<file path="src/rtl/oam_dma_pkg.sv">
`default_nettype none
// ============================================================================
//  Module      : oam_dma_pkg
//  Description : Shared constants, state encoding and echo-page remap used
//                by the FF46 OAM DMA engine.
//  Revision    : 1.0  initial release
// ============================================================================
package oam_dma_pkg;

    // Defaults for the DMA register location, OAM base and transfer size
    localparam logic [15:0] c_REG_ADDR    = 16'hFF46;
    localparam logic [15:0] c_DST_BASE    = 16'hFE00;
    localparam int          c_LENGTH      = 160;
    localparam int          c_START_DELAY = 1;

    // Transfer sequencing states
    typedef enum logic [1:0] {
        IDLE  = 2'd0,
        START = 2'd1,
        XFER  = 2'd2,
        DRAIN = 2'd3
    } dma_state_t;

    // Pages E0-FF are the echo of C0-DF; fold them back onto work RAM
    function automatic logic [7:0] echo_remap(input logic [7:0] page);
        return (page >= 8'hE0) ? (page - 8'h20) : page;
    endfunction

endpackage
`default_nettype wire

</file>
<file path="src/rtl/oam_dma.sv">
`default_nettype none
// ============================================================================
//  Module      : oam_dma
//  Description : OAM DMA engine. A CPU write to the DMA register latches a
//                source page and copies LENGTH bytes from page:00 into OAM,
//                one byte per step_en tick, flagging `active` throughout.
//  Revision    : 1.0  initial release
// ============================================================================
module oam_dma
    import oam_dma_pkg::*;
#(
    parameter logic [15:0] REG_ADDR    = c_REG_ADDR,
    parameter logic [15:0] DST_BASE    = c_DST_BASE,
    parameter int          LENGTH      = c_LENGTH,
    parameter int          START_DELAY = c_START_DELAY
) (
    input  logic        clk,
    input  logic        rst_n,
    input  logic [15:0] cpu_addr,
    input  logic [7:0]  cpu_data_w,
    input  logic        cpu_write_enable,
    output logic [7:0]  cpu_data_r,
    input  logic        step_en,
    output logic [15:0] src_addr,
    input  logic [7:0]  src_data_r,
    output logic [15:0] oam_addr,
    output logic [7:0]  oam_data_w,
    output logic        oam_write_enable,
    output logic        active
);

    // Index of the final byte and the reload value for the start delay
    localparam logic [7:0] c_LAST  = 8'(LENGTH - 1);
    localparam logic [7:0] c_DELAY = 8'(START_DELAY);

    dma_state_t  r_state;
    dma_state_t  w_state_next;
    logic [7:0]  r_page;
    logic [7:0]  r_index;
    logic [7:0]  w_index_next;
    logic [7:0]  r_delay;
    logic [7:0]  w_delay_next;
    logic        w_capture;
    logic        w_reg_write;
    logic        r_live;
    logic [15:0] r_oam_addr;
    logic [7:0]  r_oam_data;
    logic        r_oam_we;

    assign w_reg_write = cpu_write_enable && (cpu_addr == REG_ADDR);

    // Source read address is always the current page/index pair
    assign src_addr = {echo_remap(r_page), r_index};

    // Readback is held at zero while in reset; unmapped addresses read FF
    assign cpu_data_r = !r_live                 ? 8'h00  :
                        (cpu_addr == REG_ADDR)  ? r_page : 8'hFF;

    assign active           = (r_state != IDLE);
    assign oam_addr         = r_oam_addr;
    assign oam_data_w       = r_oam_data;
    assign oam_write_enable = r_oam_we;

    // State register
    always_ff @(posedge clk or negedge rst_n) begin
        if (!rst_n) begin
            r_state <= IDLE;
        end else begin
            r_state <= w_state_next;
        end
    end

    // Next-state, index/delay update and capture decision; a register write overrides everything
    always_comb begin
        w_state_next = r_state;
        w_index_next = r_index;
        w_delay_next = r_delay;
        w_capture    = 1'b0;

        case (r_state)
            IDLE: begin
                w_state_next = IDLE;
            end
            START: begin
                if (step_en) begin
                    // The tick that exhausts the delay also enters XFER so
                    // the first byte is read on the following tick
                    if (r_delay <= 8'd1) begin
                        w_delay_next = 8'd0;
                        w_state_next = XFER;
                    end else begin
                        w_delay_next = r_delay - 8'd1;
                    end
                end
            end
            XFER: begin
                if (step_en) begin
                    w_capture    = 1'b1;
                    w_index_next = r_index + 8'd1;
                    if (r_index == c_LAST) begin
                        w_state_next = DRAIN;
                    end
                end
            end
            DRAIN: begin
                w_state_next = IDLE;
            end
            default: begin
                w_state_next = IDLE;
            end
        endcase

        if (w_reg_write) begin
            w_state_next = START;
            w_index_next = 8'd0;
            w_delay_next = c_DELAY;
            w_capture    = 1'b0;
        end
    end

    // Datapath registers: page latch, counters and the one-clock OAM write pulse
    always_ff @(posedge clk or negedge rst_n) begin
        if (!rst_n) begin
            r_page     <= 8'h00;
            r_index    <= 8'd0;
            r_delay    <= 8'd0;
            r_live     <= 1'b0;
            r_oam_we   <= 1'b0;
            r_oam_addr <= DST_BASE;
            r_oam_data <= 8'h00;
        end else begin
            r_live   <= 1'b1;
            r_index  <= w_index_next;
            r_delay  <= w_delay_next;
            r_oam_we <= w_capture;
            if (w_reg_write) begin
                r_page <= cpu_data_w;
            end
            if (w_capture) begin
                r_oam_data <= src_data_r;
                r_oam_addr <= DST_BASE + {8'h00, r_index};
            end
        end
    end

endmodule
`default_nettype wire

</file>
<file path="config.mk">
export PLATFORM = sky130hd
export DESIGN_NAME = oam_dma
export DESIGN_NICKNAME = d
export VERILOG_FILES = /design/src/rtl/oam_dma_pkg.sv /design/src/rtl/oam_dma.sv
export SDC_FILE = /design/constraint.sdc
export NUM_CORES = 1
export LEC_CHECK = 0
export CELL_PAD_IN_SITES_DETAIL_PLACEMENT = 2
export CELL_PAD_IN_SITES_GLOBAL_PLACEMENT = 2
export CORE_ASPECT_RATIO = 0.75
export CORE_UTILIZATION = 27
export CTS_BUF_LIST = sky130_fd_sc_hd__clkbuf_4
export CTS_CLUSTER_SIZE = 24
export DETAILED_ROUTE_END_ITERATION = 16
export GPL_TIMING_DRIVEN = 0
export PLACE_DENSITY = 0.86
export RECOVER_POWER = 100
export SLEW_MARGIN = 20
export SYNTH_ARGS = -nofsm -noshare
export SYNTH_HDL_FRONTEND = slang
export SYNTH_SLANG_ARGS = --single-unit
</file>
<file path="constraint.sdc">
create_clock -name clk -period 2.35 [get_ports clk]
set_input_delay 0.3525 -clock clk [delete_from_list [all_inputs] [get_ports clk]]
set_output_delay 0.3525 -clock clk [all_outputs]
set_load 0.01 [all_outputs]
</file>
# After elaboration in Yosys (flattened, before gate mapping)
# Index checks and enable logic that the tools add are counted.
totals:
  register_bits: 52
  input_bits: 36
  out_inout_bits: 50
classes:
  addsub: 4
  order_cmp: 2
  eq_ne: 9
  muxes: 19
  reduce_logical: 10
op_table:
  columns: ["op", "count"]
  rows:
  - ["two-way mux 8 bit", 10]
  - ["equality test 16 bit, second input constant", 1]
  - ["inequality test 3 bit, second input constant", 4]
  - ["adder 10 x 9 -> 11 bit, first input constant", 1]
  - ["two-way mux 2 bit", 5]
  - ["adder 8 x 1 -> 8 bit, second input constant", 1]
  - ["equality test 8 bit, second input constant", 1]
  - [">= comparator 8 bit, second input constant", 1]
  - ["less-or-equal comparator 8 x 1 -> 1 bit, second input constant", 1]
  - ["nonzero test 2 bit", 4]
  - ["subtractor 8 x 1 -> 8 bit, second input constant", 1]
  - ["subtractor 8 x 6 -> 8 bit, second input constant", 1]
  - ["case mux 2 bit (3 select lines)", 1]
  - ["equality test 2 bit, second input constant", 2]
  - ["AND reduction 2 bit", 2]
  - ["AND reduction 4 bit", 1]
  - ["two-way mux 1 bit", 3]
  - ["equality test 2 x 1 -> 1 bit, second input constant", 1]
  - ["logical NOT 2 bit", 1]
  - ["OR reduction 2 bit", 1]
  - ["logical AND 1 bit", 1]

# Longest topological paths before layout
# Gate-level depths: netlist (run 1).
logic_depth:
  depth_word: 5
  mapped_depth: 8
  depth_no_buf: 7

# Least setup slack after synthesis (run 1)
# No wires, ideal clock.
synth_timing:
  path_type: "register to register"
  start: "reg r_state[0]"
  end: "reg r_oam_addr[6] (netlist: oam_addr[6])"
  t_arrival_ns: 1.662
  required_ns: 2.225
  path_slack_ns: 0.563
  stages_incl_launch_ff: 9
  n_path_buf: 3
  period_less_slack_ns: 1.787
  path_cell_list: "dfrtp_1 inv_1 ha_1 and2_1 clkbuf_1 nor2b_2 buf_6 buf_12 mux2_4"
synth_via:
  elab_chain_len: 3
synth_lines:
  columns: ["item", "line_no", "source"]
  rows:
  - ["start: declaration", "oam_dma.sv:36", "dma_state_t r_state;"]
  - ["start signal: assignment", "oam_dma.sv:69", "r_state <= w_state_next;"]
  - ["equality test 2 bit", "oam_dma.sv:80", "case (r_state)"]
  - ["two-way mux 1 bit", "oam_dma.sv:80", null]
  - ["two-way mux 1 bit", "oam_dma.sv:113", "if (w_reg_write) begin"]
  - ["named net w_capture", "oam_dma.sv:43", "logic w_capture;"]
  - ["end signal: assignment", "oam_dma.sv:141", "r_oam_addr <= DST_BASE + {8'h00, r_index};"]
  - ["end: declaration", "oam_dma.sv:46", "logic [15:0] r_oam_addr;"]
# The timed path passes the listed nets, and every way through them passes these cells.
# A chain may end at the register's enable or synchronous reset.

# Final worst setup path (run 1)
layout_timing:
  start: "in cpu_addr[9]"
  end: "out cpu_data_r[7]"
layout_via:
  elab_chain_len: 3
layout_lines:
  columns: ["item", "line_no", "source"]
  rows:
  - ["start: declaration", "oam_dma.sv:19", "input logic [15:0] cpu_addr,"]
  - ["equality test 16 bit", "oam_dma.sv:57", "(cpu_addr == REG_ADDR) ? r_page : 8'hFF;"]
  - ["two-way mux 8 bit", "oam_dma.sv:57", null]
  - ["two-way mux 8 bit", "oam_dma.sv:56", "assign cpu_data_r = !r_live ? 8'h00 :"]
  - ["end: declaration", "oam_dma.sv:22", "output logic [7:0] cpu_data_r,"]
# No other way between the ends.

==> results.md, run 1 <==
* Outcome: completed
* Residual DRC at 0
* Buf+Inv Stages, Crit Path at 3
* Clock Pin Slew Worst Setup and Hold Paths at 0.13 ns
* HPWL after detailed placement at 5110 um
* Max Cap Violations at 0
* IO Port Bufs at 77
* Critical path class: in2out
* Fmax at 0.429 GHz
* Largest net degree at the start of global routing at 26
* Maximum vdd ir drop at 0.423 mV
* Cell Rows at 28
* Synth unique cells at 37
* Slowest CP cell: or4_4
* Pwr/cell area at 852 nW/um^2
* TritonCTS clock tree: done
* Max Clock Skew at 0.00729 ns
* Starting density of the core at 0.282
* Max-slew violation count at 0
* Register bit total from synthesis at 44
* N_diodes at 0
* Max incr delay on CP at 0.59 ns
* Final ANT Viol Nets at 0
* Worst Tran Pin Value at 1.45 ns
* H-tree depth at 2
* Slew Limit Headroom at 0.0317
* Root cell of the clock tree: clkbuf_4
* GP Congestion at 0.730
* Placed inst area at 3220 um^2
* Sequential area share after synthesis at 0.486
* Via-to-Cell Ratio at 4.66
* Tcrit/Tclk final at 0.993
* WP data required at 2.00 ns
* Clk buf depth at 2
* Syn Inst Count at 208
* Vias post-DR at 1919
* Area grow syn2layout at 48.7%
* CP cell instances: clkdlybuf4s50_1 -> nand4_1 -> or4_4 -> buf_4 -> o21a_1 -> buf_2
* Area of the mapped netlist at 2260 um^2
* WP data arrival at 1.98 ns
* Core Area at 8020 um^2
* Final Hold Viols at 0
* Hold_buf cts at 0
* Die height at 81.3 um
* Avg Synthesized Cell Area at 10.9 um^2
* LEAKAGE at 1.64 nW
* Fraction of layout cells with a size suffix above 1 at 0.212
* Clock Latency Late Sink at 0.36 ns
* Die Wd at 108 um
* Hold Path Class: in2async
* Combined global-route utilization of all metal layers at 0.173
* Crit path launch type: input pin
* Delay-heaviest family, CP: buffers and inverters
* Endpoints failing setup at 0
* Die area at 8760 um^2
* Routed WL at 7240 um
* Initial antenna violation count at 0
* Vias in the first global route at 2114
* Pre-antenna DRT Iters at 4
* CP max FO at 3
* Global-route wire length before repair at 11300 um
* I/O pin count at 86
* Final Util at 0.420
* Wire per inst at 17.6 um
* CTS Sinks at 44
* Final layout net count at 351
* Crit. End Element: output pin
* Synth warn at 0
* Final min period at 2.33 ns
* Total CTS buffers at 5
* Number of DRC markers in iteration 0 at 43
* Grt ovf at 0
* Post-route cell area at 3370 um^2
-- timing repair --
item / 4_1_cts / 5_1_grt
cloned: 1 / 0
buffers inserted: 7 / 1
endpoints found under the setup margin: 8 / 9
pin swaps: 7 / 8
gates resized for setup: 38 / 14
-- state kept, by name (all words and copies together) (netlist names) --
register,count
oam_write_enable,1
oam_addr,8
oam_data_w,8
r_state,2
r_delay,8
r_page,8
r_live,1
r_index,8
-- cell usage after synthesis --
cell type | number | area, um^2
mux2_2 | 12 | 135
nand4bb_1 | 2 | 22.5
and2_0 | 1 | 6.26
and2_1 | 3 | 18.8
ha_1 | 7 | 87.6
nor3b_1 | 1 | 7.51
a22o_1 | 1 | 8.76
or2_2 | 1 | 6.26
nand3b_1 | 3 | 22.5
dfrtp_1 | 44 | 1100
clkbuf_1 | 5 | 18.8
inv_1 | 9 | 33.8
xor2_1 | 4 | 35.0
nand4b_1 | 2 | 17.5
a31oi_1 | 2 | 12.5
and3_1 | 2 | 12.5
a21oi_1 | 12 | 60.1
or3_1 | 3 | 18.8
mux2i_1 | 3 | 30.0
buf_1 | 1 | 3.75
o21ai_0 | 8 | 40.0
buf_12 | 1 | 20.0
nor2_1 | 14 | 52.6
o21a_1 | 8 | 60.1
mux2_4 | 9 | 135
xnor2_1 | 1 | 8.76
conb_1 | 2 | 7.51
nor4_1 | 1 | 6.26
nand2_1 | 14 | 52.6
nor3_1 | 6 | 30.0
nor4bb_1 | 1 | 10.0
nand3_1 | 3 | 15.0
or4_1 | 1 | 7.51
nand4_1 | 5 | 31.3
nor2b_2 | 1 | 8.76
buf_4 | 13 | 97.6
buf_6 | 2 | 22.5
-- cell usage in the layout (no fill, tap or decap), types with 6 or more instances in the layout --
master / Yosys / final
dlygate4sd3_1: 0 / 30
nor2_1: 14 / 14
dfrtp_1: 44 / 44
o21ai_0: 8 / 8
buf_2: 0 / 7
mux2_2: 12 / 12
buf_4: 13 / 19
nor3_1: 6 / 6
clkdlybuf4s50_1: 0 / 26
conb_1: 2 / 9
o21a_1: 8 / 8
ha_1: 7 / 7
a21oi_1: 12 / 12
nand2_1: 14 / 14
dlymetal6s2s_1: 0 / 10
mux2_4: 9 / 9
inv_1: 9 / 9
-- layout make-up --
cell class | instances | area, um^2
multi-input combinational | 141 | 1040
inverter | 9 | 33.8
clock buffer | 5 | 37.5
tap | 105 | 131
fill | 817 | 4660
timing repair buffer | 86 | 833
buffer | 21 | 159
clock inverter | 1 | 30.0
sequential | 44 | 1100
-- final timing paths --
path,cells past startpoint,startpoint,end,slack [ns]
setup / recovery,6,cpu_addr[9],cpu_data_r[7],0.02
hold / removal,1,rst_n,oam_addr[2],0.31
setup reg to reg,8,r_delay[0],r_delay[5],0.19
hold reg to reg,1,oam_addr[4],oam_addr[4],0.52
max in group asynchronous,2,rst_n,r_delay[1],0.37
min in group clk,1,oam_addr[4],oam_addr[4],0.52
-- report_power, final --
group	switching (mW)	leakage (nW)	internal [mW]
clock	0.249	0.0371	0.213
sequential	0.189	0.554	0.973
combinational	0.570	1.05	0.674
total	1.01	1.64	1.86
-- kinds of logic (layout without fill, tap and decap cells) --
group	count (synthesis)	count (layout)	share of synthesized area
flip-flops	44	44	0.486
other	2	9	0.00332
AND/OR/NAND/NOR	64	65	0.153
multiplexers	24	24	0.133
adder cells (fa/ha/maj)	7	7	0.0387
AO/OA/AOI/OAI	31	31	0.0801
buffers and inverters	31	122	0.0867
XOR/XNOR	5	5	0.0193
-- metrics by stage --
stage | total power [mW] | setup WS, ns | hold WS (ns) | TNS, ns | instances
2_1_floorplan | 1.89 | 0.563 | 0.0569 | 0 | 215
3_3_place_gp | 2.40 | -0.432 | 0.491 | -21.44 | 397
3_5_place_dp | 2.48 | -0.500 | 0.414 | -4.06 | 398
4_1_cts | 2.97 | -0.000412 | 0.0103 | -0.000412 | 411
5_1_grt | 3.09 | -0.0534 | 0.387 | -0.316 | 412
6_report | 2.87 | 0.0169 | 0.308 | 0 | 412
-- routing by layer --
layer / GRT usage / vias to the layer above / share of wire
met5: 0 / - / 0
met3: 0.0433 / 7 / 0.028
met4: 0.0329 / 0 / 0.0094
met2: 0.307 / 31 / 0.53
met1: 0.215 / 987 / 0.44
li1: - / 894 / -
Note: power is estimated with default switching activity, not from simulation.
==> inputs of run 2 (changes only) <==
--- a/config.mk
+++ b/config.mk
@@ -8,6 +8,7 @@
 export CELL_PAD_IN_SITES_DETAIL_PLACEMENT = 2
 export CELL_PAD_IN_SITES_GLOBAL_PLACEMENT = 2
 export CORE_ASPECT_RATIO = 0.75
+export CORE_MARGIN = 2
 export CORE_UTILIZATION = 27
 export CTS_BUF_LIST = sky130_fd_sc_hd__clkbuf_4
 export CTS_CLUSTER_SIZE = 24
==> run 2 against run 1 <==
Effect of this change: first-iteration DRC count rose by 2.3%; fmax rose by 2.3%; critical path depth did not move; largest cell class unchanged; clock skew rose by 0.0099 ns; largest power group unchanged; highest routed layer unchanged; wire length fell by 1.0%; global-route usage fell by 0.57 points; core utilization fell by 0.90 points; clock power rose by 6.5%.
==> results.md, run 2 (same netlist as run 1, synthesis figures left out) <==
* Placed cell count at 398
* Clock Pin Slew Worst Setup and Hold Paths at 0.13 ns
* I/O pin count at 86
* Die height at 83.3 um
* Global-route wire length before repair at 11600 um
* Non-Filler Instances at 414
* Most common cell after layout, fill and taps aside: dfrtp_1
* Grt ovf at 0
* Starting density of the core at 0.282
* LEAKAGE at 1.57 nW
* Maximum vdd ir drop at 0.464 mV
* Die area at 9140 um^2
* Crit path launch type: input pin
* Vias in the first global route at 2093
* Tcrit/Tclk final at 0.970
* Hold Path Class: reg2reg
* Final min period at 2.28 ns
* Max Clock Skew at 0.0172 ns
* Fraction of layout cells with a size suffix above 1 at 0.172
* Final ANT Viol Nets at 0
* Wire per inst at 17.3 um
* Combined global-route utilization of all metal layers at 0.167
* Final Util at 0.411
* Vias post-DR at 1913
* WP data arrival at 1.93 ns
* Residual DRC at 0
* Max-slew violation count at 0
* R2r setup slk at 0.17 ns
* Root cell of the clock tree: clkbuf_4
* Sequential cell area at 1100 um^2
* TritonCTS clock tree: done
* Endpoints failing setup at 0
* Clk buf depth at 2
* Initial antenna violation count at 0
* WP data required at 2.00 ns
* Via-to-Cell Ratio at 4.62
* H-tree depth at 2
* Largest net degree at the start of global routing at 29
* Worst Tran Pin Value at 0.980 ns
* Critical path class: in2out
* IO Port Bufs at 77
* Slew Limit Headroom at 0.347
* Total CTS buffers at 5
* Most frequent cells in the layout: dfrtp_1, dlygate4sd3_1, clkdlybuf4s50_1
* Multi-input logic area at 1010 um^2
* N_diodes at 0
* Final Hold Viols at 0
* GP Congestion at 0.745
* Number of DRC markers in iteration 0 at 44
* Final layout net count at 351
* Outcome: completed
* Routed WL at 7160 um
* Die Wd at 110 um
* Max Cap Violations at 0
* CTS Sinks at 44
* HPWL after detailed placement at 5050 um
* Fmax at 0.439 GHz
* Pwr/cell area at 856 nW/um^2
* Pre-antenna DRT Iters at 4
* Area grow syn2layout at 45.5%
* Fillcell total at 860
* Cell Rows at 28
* Crit. End Element: output pin
* Clock Latency Late Sink at 0.37 ns
* Core Area at 8020 um^2
* CP max FO at 4
## run 2: changes by cell type in the layout (fill, tap and decap cells not counted), moves of 2 or more
cell	change
buf_2	-2
buf_4	-2
buf_6	-2
clkbuf_1	+3
clkbuf_2	+2
clkdlybuf4s15_1	+2
clkdlybuf4s50_1	-6
dlygate4sd2_1	+10
dlygate4sd3_1	+3
dlymetal6s2s_1	-6
mux2_1	+7
mux2_4	-7
## run 2: per-layer routing
metal | global-route usage | vias to the layer above | part of all wire
li1 | - | 897 | -
met2 | 0.281 | 32 | 0.52
met4 | 0.0311 | 0 | 0.0099
met5 | 0 | - | 0
met3 | 0.0424 | 7 | 0.037
met1 | 0.218 | 977 | 0.44
## run 2: path summary, 6_finish.rpt
path	depth (start not counted)	endpoint	startpoint
max	6	cpu_data_r[3]	cpu_addr[5]
min	1	oam_data_w[7]	oam_data_w[7]
max reg2reg	7	r_index[7]	r_state[0]
min reg2reg	1	oam_data_w[7]	oam_data_w[7]
max in group asynchronous	3	r_delay[0]	rst_n
min in group asynchronous	2	oam_addr[3]	rst_n
## run 2: layout make-up
| class | instances | area share |
|---|---|---|
| Clock inverter | 3 | 0.0129 |
| Timing Repair Buffer | 86 | 0.239 |
| Clock buffer | 5 | 0.0114 |
| Multi-Input combinational cell | 141 | 0.307 |
| Sequential cell | 44 | 0.334 |
| Inverter | 9 | 0.0103 |
| Tap cell | 105 | 0.0399 |
| Buffer | 21 | 0.0456 |
## run 2: report_power, final
part / leakage (nW) / internal, mW / switching, mW / total, mW
logic: 0.975 / 0.606 / 0.563 / 1.17
registers: 0.554 / 0.972 / 0.186 / 1.16
clock network: 0.0428 / 0.223 / 0.269 / 0.492
total: 1.57 / 1.80 / 1.02 / 2.82
## run 2: per-stage QoR
step / cell area (um^2) / hold WS [ns] / setup slack (ns) / TNS [ns] / power (mW)
2_1_floorplan: 2290 / 0.0569 / 0.563 / 0 / 1.89
6_report: 3290 / 0.496 / 0.0699 / 0 / 2.82
5_1_grt: 3290 / 0.521 / -0.0451 / -0.0708 / 3.04
3_3_place_gp: 3190 / 0.492 / -0.426 / -19.71 / 2.41
4_1_cts: 3360 / 0.430 / 0.00636 / 0 / 3.00
3_5_place_dp: 3210 / 0.325 / -0.449 / -3.46 / 2.48
## run 2: what timing repair did
item | CTS | global route
setup buffers | 6 | 1
gates resized for setup | 44 | 5
endpoints found under the setup margin | 8 | 5
hold buffers | 1 | 0
endpoints found under the hold margin | 16 | 0
pin swaps | 6 | 4
gates cloned | 1 | 0
## run 2: critical path: stages
cell and delay (ns):
clkdlybuf4s50_1 0.40, nand4bb_4 0.22, or4_4 0.54, clkbuf_2 0.13, o21a_1 0.15, buf_2 0.13
